## config.mk

```make
export PLATFORM = sky130hd
export DESIGN_NAME = cpu_int_seq_flat
export DESIGN_NICKNAME = d
export VERILOG_FILES = /design/src/rtl/cpu_int_seq_if.sv /design/src/rtl/cpu_int_seq.sv /design/src/flat_wrapper.sv
export SDC_FILE = /design/constraint.sdc
export NUM_CORES = 1
export LEC_CHECK = 0
export CAP_MARGIN = 0
export CORE_UTILIZATION = 45
export DETAILED_ROUTE_END_ITERATION = 7
export PLACE_DENSITY_LB_ADDON = 0.2
export SLEW_MARGIN = 20
export SYNTH_ARGS = -nofsm -noshare
export SYNTH_HDL_FRONTEND = slang
export SYNTH_SLANG_ARGS = --single-unit
```

## constraint.sdc

```tcl
create_clock -name clk -period 2 [get_ports clk]
set_input_delay 0.4 -clock clk [delete_from_list [all_inputs] [get_ports clk]]
set_output_delay 0.4 -clock clk [all_outputs]
set_load 0.005 [all_outputs]
```

## src/rtl/cpu_int_seq_if.sv

```systemverilog
// cpu_int_seq_if: vector-fetch bus plus the vector handoff to the decoder.
// master = sequencer side, slave = memory/decoder side.
interface cpu_int_seq_if #(
  parameter int DATA_WIDTH = 8,
  parameter int ADDR_WIDTH = 16,
  parameter int SRC_WIDTH  = 2
);
  logic [ADDR_WIDTH-1:0] addr;
  logic                  rd_en;
  logic                  rdy;
  logic [DATA_WIDTH-1:0] din;
  logic                  vec_valid;
  logic [ADDR_WIDTH-1:0] vec_pc;
  logic [1:0]            int_type;
  logic [SRC_WIDTH-1:0]  irq_src;
  logic                  vec_ack;

  modport master (
    output addr, rd_en, vec_valid, vec_pc, int_type, irq_src,
    input  rdy, din, vec_ack
  );

  modport slave (
    input  addr, rd_en, vec_valid, vec_pc, int_type, irq_src,
    output rdy, din, vec_ack
  );
endinterface

```

## src/rtl/cpu_int_seq.sv

```systemverilog
// 6502 reset/NMI/BRK/IRQ sequencer; CPU_INT_VECTOR_TABLE_EN selects per-channel IRQ vectors.
// Accept edge -> vec_valid on the 3rd clock with rdy high; rdy low stalls the fetch, vec_valid holds until vec_ack.
module cpu_int_seq #(
  parameter int DATA_WIDTH   = 8,
  parameter int ADDR_WIDTH   = 16,
  parameter int IRQ_CHANNELS = 4,
  parameter int SRC_WIDTH    = 2,
  parameter logic [ADDR_WIDTH-1:0] NMI_VEC   = 16'hFFFA,
  parameter logic [ADDR_WIDTH-1:0] RESET_VEC = 16'hFFFC,
`ifdef CPU_INT_VECTOR_TABLE_EN
  parameter logic [ADDR_WIDTH-1:0] IRQ_TABLE_BASE = 16'hFFE0,
`endif
  parameter logic [ADDR_WIDTH-1:0] IRQ_VEC   = 16'hFFFE
) (
  input  logic                    clk,
  input  logic                    reset_n,
  input  logic [IRQ_CHANNELS-1:0] irq_n,
  input  logic                    nmi_n,
  input  logic                    i_flag,
  input  logic                    brk_req,
  input  logic                    sync,
  output logic                    busy,
  cpu_int_seq_if.master           bus
);

  typedef enum logic [2:0] {S_RST_WAIT, S_IDLE, S_FETCH_LO, S_FETCH_HI, S_DONE} state_t;

  localparam logic [1:0] T_RESET = 2'b00;
  localparam logic [1:0] T_NMI   = 2'b01;
  localparam logic [1:0] T_IRQ   = 2'b10;
  localparam logic [1:0] T_BRK   = 2'b11;

  state_t                state, state_nxt;
  logic                  nmi_q, nmi_pend, nmi_edge, take_nmi;
  logic [ADDR_WIDTH-1:0] addr_r, addr_nxt, pc_r, pc_nxt, irq_vec_addr;
  logic                  rd_en_r, rd_en_nxt, vld_r, vld_nxt, busy_r, busy_nxt;
  logic [1:0]            type_r, type_nxt;
  logic [SRC_WIDTH-1:0]  src_r, src_nxt, irq_idx;
  logic                  irq_any;

  assign nmi_edge = nmi_q & ~nmi_n;

  // Scan from the top so the lowest-index active channel is the last write.
  always_comb begin
    irq_any = 1'b0;
    irq_idx = '0;
    for (int i = IRQ_CHANNELS - 1; i >= 0; i--) begin
      if (!irq_n[i]) begin
        irq_any = 1'b1;
        irq_idx = SRC_WIDTH'(i);
      end
    end
  end

`ifdef CPU_INT_VECTOR_TABLE_EN
  assign irq_vec_addr = IRQ_TABLE_BASE + (ADDR_WIDTH'(irq_idx) << 1);
`else
  assign irq_vec_addr = IRQ_VEC;
`endif

  always_comb begin
    state_nxt = state;
    addr_nxt  = addr_r;
    rd_en_nxt = rd_en_r;
    vld_nxt   = vld_r;
    busy_nxt  = busy_r;
    pc_nxt    = pc_r;
    type_nxt  = type_r;
    src_nxt   = src_r;
    take_nmi  = 1'b0;
    case (state)
      S_RST_WAIT: begin
        state_nxt = S_FETCH_LO;
        addr_nxt  = RESET_VEC;
        rd_en_nxt = 1'b1;
        busy_nxt  = 1'b1;
        type_nxt  = T_RESET;
        src_nxt   = '0;
      end
      S_IDLE: begin
        if (sync && (nmi_pend || brk_req || (irq_any && !i_flag))) begin
          state_nxt = S_FETCH_LO;
          rd_en_nxt = 1'b1;
          busy_nxt  = 1'b1;
          src_nxt   = '0;
          if (nmi_pend) begin
            take_nmi = 1'b1;
            addr_nxt = NMI_VEC;
            type_nxt = T_NMI;
          end else if (brk_req) begin
            addr_nxt = IRQ_VEC;
            type_nxt = T_BRK;
          end else begin
            addr_nxt = irq_vec_addr;
            type_nxt = T_IRQ;
            src_nxt  = irq_idx;
          end
        end
      end
      S_FETCH_LO: begin
        if (bus.rdy) begin
          pc_nxt[DATA_WIDTH-1:0] = bus.din;
          addr_nxt  = addr_r + ADDR_WIDTH'(1);
          state_nxt = S_FETCH_HI;
        end
      end
      S_FETCH_HI: begin
        if (bus.rdy) begin
          pc_nxt[ADDR_WIDTH-1:DATA_WIDTH] = bus.din;
          rd_en_nxt = 1'b0;
          vld_nxt   = 1'b1;
          state_nxt = S_DONE;
        end
      end
      S_DONE: begin
        if (bus.vec_ack) begin
          vld_nxt   = 1'b0;
          busy_nxt  = 1'b0;
          state_nxt = S_IDLE;
        end
      end
      default: state_nxt = S_RST_WAIT;
    endcase
  end

  always_ff @(posedge clk or negedge reset_n) begin
    if (!reset_n) begin
      state    <= S_RST_WAIT;
      nmi_q    <= 1'b1;
      nmi_pend <= 1'b0;
      addr_r   <= '0;
      rd_en_r  <= 1'b0;
      vld_r    <= 1'b0;
      busy_r   <= 1'b1;
      pc_r     <= '0;
      type_r   <= T_RESET;
      src_r    <= '0;
    end else begin
      state    <= state_nxt;
      nmi_q    <= nmi_n;
      // An edge landing mid-sequence survives until the next acceptance.
      nmi_pend <= (nmi_pend & ~take_nmi) | nmi_edge;
      addr_r   <= addr_nxt;
      rd_en_r  <= rd_en_nxt;
      vld_r    <= vld_nxt;
      busy_r   <= busy_nxt;
      pc_r     <= pc_nxt;
      type_r   <= type_nxt;
      src_r    <= src_nxt;
    end
  end

  assign bus.addr      = addr_r;
  assign bus.rd_en     = rd_en_r;
  assign bus.vec_valid = vld_r;
  assign bus.vec_pc    = pc_r;
  assign bus.int_type  = type_r;
  assign bus.irq_src   = src_r;
  assign busy          = busy_r;

endmodule

```

## src/flat_wrapper.sv

```systemverilog
// flat-port wrapper written by rule: the top's interface ports become plain ports
module cpu_int_seq_flat 
#(
  parameter int DATA_WIDTH   = 8,
  parameter int ADDR_WIDTH   = 16,
  parameter int IRQ_CHANNELS = 4,
  parameter int SRC_WIDTH    = 2,
  parameter logic [ADDR_WIDTH-1:0] NMI_VEC   = 16'hFFFA,
  parameter logic [ADDR_WIDTH-1:0] RESET_VEC = 16'hFFFC,

  parameter logic [ADDR_WIDTH-1:0] IRQ_VEC   = 16'hFFFE
)
  (clk, reset_n, irq_n, nmi_n, i_flag, brk_req, sync, busy, bus_addr, bus_rd_en, bus_vec_valid, bus_vec_pc, bus_int_type, bus_irq_src, bus_rdy, bus_din, bus_vec_ack);
  cpu_int_seq_if #(.DATA_WIDTH(DATA_WIDTH), .ADDR_WIDTH(ADDR_WIDTH), .SRC_WIDTH(SRC_WIDTH)) bus_i ();
  input  logic clk;
  input  logic reset_n;
  input  logic [IRQ_CHANNELS-1:0] irq_n;
  input  logic nmi_n;
  input  logic i_flag;
  input  logic brk_req;
  input  logic sync;
  output logic busy;
  output wire logic [$bits(bus_i.addr)-1:0] bus_addr;
  output wire logic [$bits(bus_i.rd_en)-1:0] bus_rd_en;
  output wire logic [$bits(bus_i.vec_valid)-1:0] bus_vec_valid;
  output wire logic [$bits(bus_i.vec_pc)-1:0] bus_vec_pc;
  output wire logic [$bits(bus_i.int_type)-1:0] bus_int_type;
  output wire logic [$bits(bus_i.irq_src)-1:0] bus_irq_src;
  input wire logic [$bits(bus_i.rdy)-1:0] bus_rdy;
  input wire logic [$bits(bus_i.din)-1:0] bus_din;
  input wire logic [$bits(bus_i.vec_ack)-1:0] bus_vec_ack;
  assign bus_addr = bus_i.addr;
  assign bus_rd_en = bus_i.rd_en;
  assign bus_vec_valid = bus_i.vec_valid;
  assign bus_vec_pc = bus_i.vec_pc;
  assign bus_int_type = bus_i.int_type;
  assign bus_irq_src = bus_i.irq_src;
  assign bus_i.rdy = bus_rdy;
  assign bus_i.din = bus_din;
  assign bus_i.vec_ack = bus_vec_ack;
  cpu_int_seq #(.DATA_WIDTH(DATA_WIDTH), .ADDR_WIDTH(ADDR_WIDTH), .IRQ_CHANNELS(IRQ_CHANNELS), .SRC_WIDTH(SRC_WIDTH), .NMI_VEC(NMI_VEC), .RESET_VEC(RESET_VEC), .IRQ_VEC(IRQ_VEC)) u_core (.clk(clk), .reset_n(reset_n), .irq_n(irq_n), .nmi_n(nmi_n), .i_flag(i_flag), .brk_req(brk_req), .sync(sync), .busy(busy), .bus(bus_i));
endmodule
```

Word level (Yosys, flattened, before mapping)

Index checks and enable logic that the tools add are counted.

Flip-flop bits (word level): 44

Add/sub/neg operators: 1
Equal/unequal tests: 8
Multiplexer cells: 35
Bitwise operators: 5
Reductions and logical operators: 19

Operators by type and width:

| kind                                                                    | number |
|---|---|
| 16-bit case mux with 3 select lines                                     | 1 |
| 16-bit 2-to-1 mux                                                       | 2 |
| 2-bit 2-to-1 mux                                                        | 9 |
| 16-bit by 1-bit adder with 16-bit output, second input constant         | 1 |
| 3-bit 2-to-1 mux                                                        | 5 |
| 3-bit case mux with 5 select lines                                      | 1 |
| 1-bit 2-to-1 mux                                                        | 12 |
| 3-bit AND reduction                                                     | 4 |
| 3-bit nonzero test                                                      | 3 |
| 2-bit case mux with 2 select lines                                      | 2 |
| 3-bit by 2-bit == test with 1-bit output, second input constant         | 2 |
| 2-bit inequality test, second input constant                            | 3 |
| 1-bit case mux with 3 select lines                                      | 2 |
| 2-bit AND reduction                                                     | 3 |
| 4-bit AND reduction                                                     | 1 |
| 2-bit nonzero test                                                      | 2 |
| 3-bit by 1-bit == test with 1-bit output, second input constant         | 1 |
| 3-bit == test, second input constant                                    | 1 |
| 3-bit zero test                                                         | 1 |
| 1-bit bitwise AND                                                       | 2 |
| 1-bit logical AND                                                       | 2 |
| 1-bit logical OR                                                        | 2 |
| 2-bit by 1-bit inequality test with 1-bit output, second input constant | 1 |
| 1-bit NOT                                                               | 2 |
| 3 further kinds                                                         | 3 |

Longest topological paths before layout

Gate-level depths: netlist of run 1.

Depth in word-level cells: 12
Mapped depth: 6

Least setup slack after synthesis of run 1

Ideal clock, no wire load.

Path kind: in2reg
From: in bus_rdy
To: reg u_core.pc_r[1] (netlist: u_core.bus.vec_pc[1])
Setup time: 0.127 ns
Arrival time: 1.469 ns
Required time: 1.873 ns
Path slack: 0.403 ns
Stages on the path: 5
Path buffers: 3
Cell sequence: buf_2 -> nor4bb_1 -> buf_2 -> buf_4 -> mux2_1

Word-level cells in the longest chain between the ends: 1

RTL lines:

| what                          | line               | source |
|---|---|---|
| from (decl)                   | flat_wrapper.sv:29 | `input wire logic [$bits(bus_i.rdy)-1:0] bus_rdy;` |
| 2-bit AND reduction (no line) | -                  |  |
| to (signal assigned)          | cpu_int_seq.sv:147 | `pc_r <= pc_nxt;` |
| to (decl)                     | cpu_int_seq.sv:35  | `logic [ADDR_WIDTH-1:0] addr_r, addr_nxt, pc_r, pc_nxt, irq_vec_addr;` |

No other way between the ends.
A chain may end at the register's enable or synchronous reset.

Final worst setup path of run 1

From: reg u_core.state[2]
To: reg u_core.addr_r[12] (netlist: u_core.bus.addr[12])

Word-level cells in the longest chain between the ends: 3
Elaborated cells on any way between the ends: 8
Classes of those cells: eq/ne (4); mux (1); reduce/logical (3)

RTL lines:

| what                                                                   | line               | source |
|---|---|---|
| from (decl)                                                            | cpu_int_seq.sv:33  | `state_t state, state_nxt;` |
| from (signal assigned)                                                 | cpu_int_seq.sv:139 | `state <= state_nxt;` |
| 3-bit by 2-bit == test with 1-bit output, or another cell as far along | cpu_int_seq.sv:71  | `case (state)` |
| 2-bit inequality test (no line), or another cell as far along          | -                  |  |
| 3-bit AND reduction (no line)                                          | -                  |  |
| to (signal assigned)                                                   | cpu_int_seq.sv:143 | `addr_r <= addr_nxt;` |
| to (decl)                                                              | cpu_int_seq.sv:35  |  |

Parallel ways exist; a longest one is shown, timed or not.

==> insert_results.sql, run 1 <==
INSERT INTO impl_metrics (metric_group, metric, value, unit) VALUES
('outcome', 'run_status', 'finished, final reports clean', ''),
('global_route', 'global_route.usage.total', '0.208', ''),
('cells_and_area', 'layout-drive-gt1-share', '0.202', ''),
('place', 'detailedPlace.worstSlack', '-17.7', 'ps'),
('synth', 'yosys_synthesis_warning_count', '0', ''),
('routing', 'drt_first_pass_iters', '4', ''),
('power', 'power.ir.vdd_worst', '809', 'uV'),
('worst_setup_path', 'crit_fanout', '10', ''),
('sta', 'post-route-worst-setup-slack', '254', 'ps'),
('synth', 'synthArstFlopShare', '1.00', ''),
('place', 'io_buffer_count', '58', ''),
('global_route', 'maximum_number_of_pins_on_one_net_before_global_route_repair', '45', ''),
('cells_and_area', 'area_occupied_by_registers', '1100', 'um^2'),
('global_route', 'grt_pass1_wl', '8320', 'um'),
('clocking', 'root_buffer_selected_by_cts', 'sky130_fd_sc_hd__clkbuf_8', ''),
('power', 'intPower', '0.00287', 'W'),
('cells_and_area', 'num-fill-cells', '377', ''),
('sta', 'max_slew.worst_pin.slew', '551', 'ps'),
('clocking', 'cts_tree', 'done', ''),
('worst_setup_path', 'timing.critical_path.to_type', 'flop', ''),
('global_route', 'number_of_antenna_violations_at_the_first_check_in_global_routing', '0', ''),
('sta', 'timing.max_slew.rel_slack', '0.633', ''),
('die', 'core_area', '4690', 'um^2'),
('synth', 'synth_cells', '197', ''),
('synth', 'yosys-top-cells-count', 'sky130_fd_sc_hd__dfrtp_1 (42), sky130_fd_sc_hd__inv_1 (13), sky130_fd_sc_hd__mux2_2 (12), sky130_fd_sc_hd__o21ai_0 (10)', ''),
('place', 'dp_hpwl', '3560', 'um'),
('cells_and_area', 'fin_util', '0.648', ''),
('die', 'placement_row_count', '25', ''),
('die', 'io-pin-count', '59', ''),
('power', 'power.share.switching', '0.357', ''),
('synth', 'yosys_register_bits', '44', ''),
('power', 'share_clk_of_total_power', '0.149', ''),
('cells_and_area', 'finalNetCount', '292', ''),
('synth', 'synth_ff_type', 'sky130_fd_sc_hd__dfrtp_1', ''),
('sta', 'hold_viol_final', '0', ''),
('global_route', 'via_count_of_the_first_global_routing_pass', '1731', ''),
('cells_and_area', 'final_antenna_diode_count', '0', ''),
('routing', 'routed_wirelength', '4890', 'um'),
('sta', 'slew_violations', '0', ''),
('power', 'power_density', '1470', 'nW/um^2'),
('worst_setup_path', 'crit_path_start_kind', 'flop', ''),
('global_route', 'overflow', '0', ''),
('synth', 'yosysTopAreaCellShare', '0.480', ''),
('synth', 'synth-edff-count', '0', ''),
('sta', 'max_frequency', '573', 'MHz'),
('power', 'power.share.sequential', '0.361', ''),
('worst_setup_path', 'timing.critical_path.required', '2190', 'ps'),
('place', 'globalplace.congestion', '0.775', ''),
('power', 'power.share.combinational', '0.490', ''),
('synth', 'post_synth_main_area_contributors', 'sky130_fd_sc_hd__dfrtp_1 (48%), sky130_fd_sc_hd__mux2_2 (6.2%), sky130_fd_sc_hd__dfstp_2 (2.4%), sky130_fd_sc_hd__o21ai_0 (2.3%), sky130_fd_sc_hd__inv_1 (2.2%)', ''),
('clocking', 'cts.reportedPaths.clkPinSlew', '80', 'ps'),
('sta', 'post_route_fraction_of_the_period_consumed_by_the_critical_path', '0.873', ''),
('worst_setup_path', 'critPathArrivalTime', '1940', 'ps'),
('worst_hold_path', 'worst_hold_path_type', 'primary input to asynchronous set/reset pin', ''),
('clocking', 'cts_max_level', '2', ''),
('clocking', 'clockBufferDepth', '2', ''),
('die', 'die_w', '71.8', 'um'),
('routing', 'route.detailed.vias_per_inst', '5.59', ''),
('power', 'power_dissipated_by_switching_net_loads', '0.00160', 'W'),
('clocking', 'clock_sink_count', '44', ''),
('routing', 'antenna_violating_nets_post_route', '0', ''),
('sta', 'finalClockSkew', '9.67', 'ps'),
('routing', 'via_count', '1822', ''),
('synth', 'synth_sequential_area_ratio', '0.504', ''),
('clocking', 'numCtsBuffers', '5', ''),
('sta', 'timing.final.setup_violations', '0', ''),
('clocking', 'cts_resized', '0', ''),
('synth', 'synth_area_leader_cell', 'sky130_fd_sc_hd__dfrtp_1', ''),
('synth', 'synthesis.area_per_instance', '11.1', 'um^2'),
('power', 'power_leakage', '1.31', 'nW'),
('routing', 'post-route-drc-count', '0', '');
[metal layers]
metal,global-route usage,up-vias,share of wire
met1,0.290,882,0.47
met5,0,-,0
met2,0.312,53,0.47
met4,0.0697,0,0.0080
li1,-,883,-
met3,0.0591,4,0.055
[critical path, stage by stage (launching register included)]
cell and delay [ps]:
sky130_fd_sc_hd__dfrtp_1 520, sky130_fd_sc_hd__nor3b_2 300, sky130_fd_sc_hd__o311ai_2 140, sky130_fd_sc_hd__buf_4 170, sky130_fd_sc_hd__and2_1 150, sky130_fd_sc_hd__buf_4 150, sky130_fd_sc_hd__o211a_1 200
[stage by stage]
| step | instance area [um^2] | instances | total power (W) |
|---|---|---|---|
| 3_5_place_dp | 2930 | 318 | 0.00381 |
| 5_1_grt | 3040 | 326 | 0.00480 |
| 2_1_floorplan | 2190 | 197 | 0.00274 |
| 6_report | 3040 | 326 | 0.00447 |
| 3_3_place_gp | 2930 | 318 | 0.00378 |
| 4_1_cts | 3040 | 326 | 0.00451 |
[flip-flops by register name (all words and copies together) (netlist names)]
register	flops
u_core.bus.addr	16
u_core.bus.int_type	2
u_core.bus.irq_src	2
u_core.bus.rd_en	1
u_core.bus.vec_pc	16
u_core.bus.vec_valid	1
u_core.busy	1
u_core.nmi_pend	1
u_core.nmi_q	1
u_core.state	3
[final timing paths]
kind / startpoint / endpoint / slack, ps / depth (start not counted)
max: u_core.state[2]$_DFFE_PN0P_ / u_core.bus.addr[12]$_DFFE_PN0P_ / 250 / 6
min: reset_n / u_core.bus.addr[10]$_DFFE_PN0P_ / 160 / 2
max reg2reg: u_core.state[2]$_DFFE_PN0P_ / u_core.bus.addr[12]$_DFFE_PN0P_ / 250 / 6
min reg2reg: u_core.bus.rd_en$_DFFE_PN0P_ / u_core.bus.rd_en$_DFFE_PN0P_ / 480 / 2
max in group asynchronous: reset_n / u_core.busy$_DFFE_PN1P_ / 1450 / 2
min in group clk: u_core.bus.rd_en$_DFFE_PN0P_ / u_core.bus.rd_en$_DFFE_PN0P_ / 480 / 2
[cell type report]
type | count | share of cell area
flip-flops and latches | 44 | 0.363
multi-input cells | 130 | 0.324
repair buffers | 76 | 0.238
clock buffers | 6 | 0.0239
well taps | 54 | 0.0222
inverters | 14 | 0.0173
clock inverters | 2 | 0.0115
[cells by family after synthesis]
family,count (synthesis),synth area share
simple gates,59,0.169
compound gates,49,0.157
flops,44,0.504
buf+inv,23,0.0526
mux,20,0.107
xor+xnor,1,0.00400
fa+ha+maj,1,0.00571
[layout by cell type (no fill, tap or decap), drive strengths merged, types with 2 or more instances in the layout]
cell type | synthesis | final
nand4 | 6 | 6
o31ai | 4 | 4
o211a | 3 | 3
and4b | 2 | 2
clkbuf | 0 | 6
inv | 14 | 14
clkdlybuf4s50 | 0 | 57
dfstp | 2 | 2
o21ai | 11 | 11
buf | 9 | 19
a311oi | 2 | 2
mux2 | 19 | 19
or3b | 2 | 2
nor3 | 8 | 8
nor2 | 7 | 7
dfrtp | 42 | 42
nand2 | 9 | 9
nand2b | 2 | 2
a211o | 2 | 2
nand3 | 10 | 10
a21oi | 10 | 10
a21boi | 2 | 2
a31oi | 4 | 4
and4 | 2 | 2
and3 | 3 | 3
nor4 | 2 | 2
[power by group through the flow]
| stage | combinational (W) | sequential [W] | clock [W] |
|---|---|---|---|
| 2_1_floorplan | 0.00118 | 0.00156 | 0 |
| 3_3_place_gp | 0.00216 | 0.00162 | 0 |
| 3_5_place_dp | 0.00219 | 0.00163 | 0 |
| 4_1_cts | 0.00220 | 0.00161 | 0.000694 |
| 5_1_grt | 0.00239 | 0.00168 | 0.000725 |
| 6_report | 0.00219 | 0.00161 | 0.000666 |
Power figures use the tool's default switching activity.
==> run 2, diff against run 1 <==
--- a/config.mk
+++ b/config.mk
@@ -6,8 +6,9 @@
 export NUM_CORES = 1
 export LEC_CHECK = 0
 export CAP_MARGIN = 0
-export CORE_UTILIZATION = 45
+export CORE_UTILIZATION = 48
 export DETAILED_ROUTE_END_ITERATION = 7
+export MAX_ROUTING_LAYER = met4
 export PLACE_DENSITY_LB_ADDON = 0.2
 export SLEW_MARGIN = 20
 export SYNTH_ARGS = -nofsm -noshare
==> run 2 against run 1 <==
Against the previous run: critical path depth did not move; sequential share of layout area up 0.33 points; wire length grew 2.5%; critical path type unchanged.
==> insert_results.sql, run 2 (synthesis gave the netlist of run 1 again) <==
INSERT INTO impl_metrics (metric_group, metric, value, unit) VALUES
('die', 'core_area', '4380', 'um^2'),
('worst_setup_path', 'timing.critical_path.required', '2200', 'ps'),
('routing', 'routed_wirelength', '5010', 'um'),
('global_route', 'grt_pass1_wl', '8490', 'um'),
('clocking', 'worstSkewPairLatency', '300', 'ps'),
('cells_and_area', 'multiInputGateArea', '977', 'um^2'),
('sta', 'max_frequency', '572', 'MHz'),
('place', 'io_buffer_count', '58', ''),
('worst_setup_path', 'timing.critical_path.max_delay_family', 'flip-flops', ''),
('clocking', 'cts.reportedPaths.clkPinSlew', '90', 'ps'),
('sta', 'layout_min_cycle_time', '1750', 'ps'),
('worst_setup_path', 'critical_path_cell_count', '6', ''),
('place', 'detailedPlace.worstSlack', '-34.8', 'ps'),
('cells_and_area', 'area_occupied_by_registers', '1100', 'um^2'),
('worst_hold_path', 'worst_hold_path_type', 'primary input to asynchronous set/reset pin', ''),
('sta', 'timing.final.setup_violations', '0', ''),
('power', 'power.share.combinational', '0.486', ''),
('sta', 'post-route-worst-setup-slack', '251', 'ps'),
('clocking', 'root_buffer_selected_by_cts', 'sky130_fd_sc_hd__clkbuf_8', ''),
('routing', 'route.detailed.vias_per_inst', '5.65', ''),
('cells_and_area', 'layout-drive-gt1-share', '0.203', ''),
('worst_setup_path', 'path_cells', 'nor3b_2, o311ai_2, buf_4, and2_1, buf_4, o211a_1', ''),
('die', 'placement_row_count', '24', ''),
('cells_and_area', 'finalNetCount', '291', ''),
('worst_setup_path', 'critPathArrivalTime', '1950', 'ps'),
('cells_and_area', 'num-fill-cells', '348', ''),
('sta', 'slew_violations', '0', ''),
('sta', 'post_route_fraction_of_the_period_consumed_by_the_critical_path', '0.874', ''),
('die', 'die_area', '4840', 'um^2'),
('die', 'effective_utilization_at_floorplan', '0.499', ''),
('clocking', 'post_cts.repair.setup_buffers', '0', ''),
('sta', 'finalClockSkew', '10.7', 'ps'),
('routing', 'drt_first_pass_iters', '4', ''),
('power', 'power.share.switching', '0.360', ''),
('power', 'power_leakage', '1.29', 'nW'),
('worst_setup_path', 'crit_path_start_kind', 'flop', ''),
('clocking', 'cts_tree', 'done', ''),
('sta', 'timing.max_slew.rel_slack', '0.628', ''),
('worst_setup_path', 'worstRegToRegCells', '6', ''),
('flow_run', 'drv.max_cap_violation_count', '0', ''),
('routing', 'via_count', '1826', ''),
('worst_setup_path', 'timing.critical_path.to_type', 'flop', ''),
('cells_and_area', 'final_antenna_diode_count', '0', ''),
('global_route', 'number_of_antenna_violations_at_the_first_check_in_global_routing', '0', ''),
('worst_setup_path', 'r2r_setup_slack', '250', 'ps'),
('global_route', 'overflow', '0', ''),
('clocking', 'numCtsBuffers', '5', ''),
('worst_setup_path', 'critical-path-slowest-cell', 'sky130_fd_sc_hd__dfrtp_1', ''),
('power', 'power.share.sequential', '0.364', ''),
('routing', 'detail_route.iter0.violations', '144', ''),
('power', 'share_clk_of_total_power', '0.150', ''),
('clocking', 'cts_max_level', '2', ''),
('power', 'intPower', '0.00286', 'W'),
('clocking', 'cts_resized', '0', ''),
('clocking', 'cts_hold_buf', '0', ''),
('place', 'globalplace.congestion', '0.809', ''),
('cells_and_area', 'most_common_library_cell_in_the_layout_ignoring_fill_and_taps', 'sky130_fd_sc_hd__clkdlybuf4s50_1', ''),
('routing', 'antenna_violating_nets_post_route', '0', ''),
('worst_setup_path', 'critical_path_buf_inv_count', '2', ''),
('cells_and_area', 'design_area_final', '3010', 'um^2'),
('global_route', 'global_route.usage.total', '0.228', ''),
('sta', 'hold_viol_final', '0', ''),
('worst_setup_path', 'crit_path_frequent_cell', 'sky130_fd_sc_hd__buf_4', ''),
('worst_setup_path', 'critPathMaxStageDelay', '500', 'ps'),
('clocking', 'clockBufferDepth', '2', ''),
('power', 'power_dissipated_by_switching_net_loads', '0.00161', 'W'),
('sta', 'fin_hold_ws', '163', 'ps'),
('sta', 'rsz_0062_raised_after_global_routing', 'no', ''),
('die', 'io-pin-count', '59', ''),
('place', 'dp_hpwl', '3600', 'um'),
('cells_and_area', 'layout.cells.most_common_list', 'sky130_fd_sc_hd__clkdlybuf4s50_1 (57), sky130_fd_sc_hd__dfrtp_1 (42), sky130_fd_sc_hd__buf_4 (17)', ''),
('outcome', 'run_status', 'finished, final reports clean', ''),
('global_route', 'via_count_of_the_first_global_routing_pass', '1809', ''),
('power', 'power.ir.vdd_worst', '839', 'uV'),
('place', 'postPlaceCellArea', '2900', 'um^2'),
('routing', 'post-route-drc-count', '0', ''),
('cells_and_area', 'fin_util', '0.687', ''),
('power', 'power_density', '1480', 'nW/um^2'),
('routing', 'wl_per_cell', '15.5', 'um'),
('cells_and_area', 'area.growth.synth_to_final', '37.6', '%'),
('die', 'die_height', '69.5', 'um'),
('die', 'die_w', '69.5', 'um'),
('worst_setup_path', 'crit_fanout', '9', ''),
('clocking', 'clock_sink_count', '44', ''),
('worst_setup_path', 'crit_type', 'flop to flop', ''),
('global_route', 'maximum_number_of_pins_on_one_net_before_global_route_repair', '45', ''),
('sta', 'max_slew.worst_pin.slew', '558', 'ps');
run 2: path summary, 6_finish.rpt:
kind                                                    to                         start
max reg2reg                 u_core.bus.addr[8]$_DFFE_PN0P_   u_core.state[0]$_DFFE_PN0P_
min                        u_core.bus.addr[10]$_DFFE_PN0P_                       reset_n
max                         u_core.bus.addr[8]$_DFFE_PN0P_   u_core.state[0]$_DFFE_PN0P_
max in group asynchronous          u_core.busy$_DFFE_PN1P_                       reset_n
min in group clk              u_core.bus.rd_en$_DFFE_PN0P_  u_core.bus.rd_en$_DFFE_PN0P_
min reg2reg                   u_core.bus.rd_en$_DFFE_PN0P_  u_core.bus.rd_en$_DFFE_PN0P_
run 2: area by class of cell:
cell class / instances / share of cell area
clock buffers: 5 / 0.0228
well taps: 52 / 0.0216
repair buffers: 75 / 0.233
flip-flops and latches: 44 / 0.366
clock inverters: 3 / 0.0141
inverters: 14 / 0.0174
multi-input cells: 130 / 0.324
run 2: power by group through the flow:
stage	logic [W]	registers [W]	clock network, W
final	0.00217	0.00162	0.000670
after global routing	0.00236	0.00169	0.000723
after CTS	0.00219	0.00162	0.000695
after detailed placement	0.00217	0.00163	0
after global placement	0.00213	0.00162	0
after floorplan	0.00118	0.00156	0
run 2: metal layers:
metal / GRT usage / wire length, um
met4: 0.0476 / 23
met2: 0.356 / 2440
met1: 0.305 / 2330
met3: 0.0538 / 221
met5: - / 0
run 2: metrics by stage:
step	total power [W]	setup TNS, ps	cells
floorplan	0.00274	0	197
global placement	0.00375	0	315
detailed placement	0.00380	-195	315
CTS	0.00450	0	323
global route	0.00477	0	323
finish	0.00446	0	323
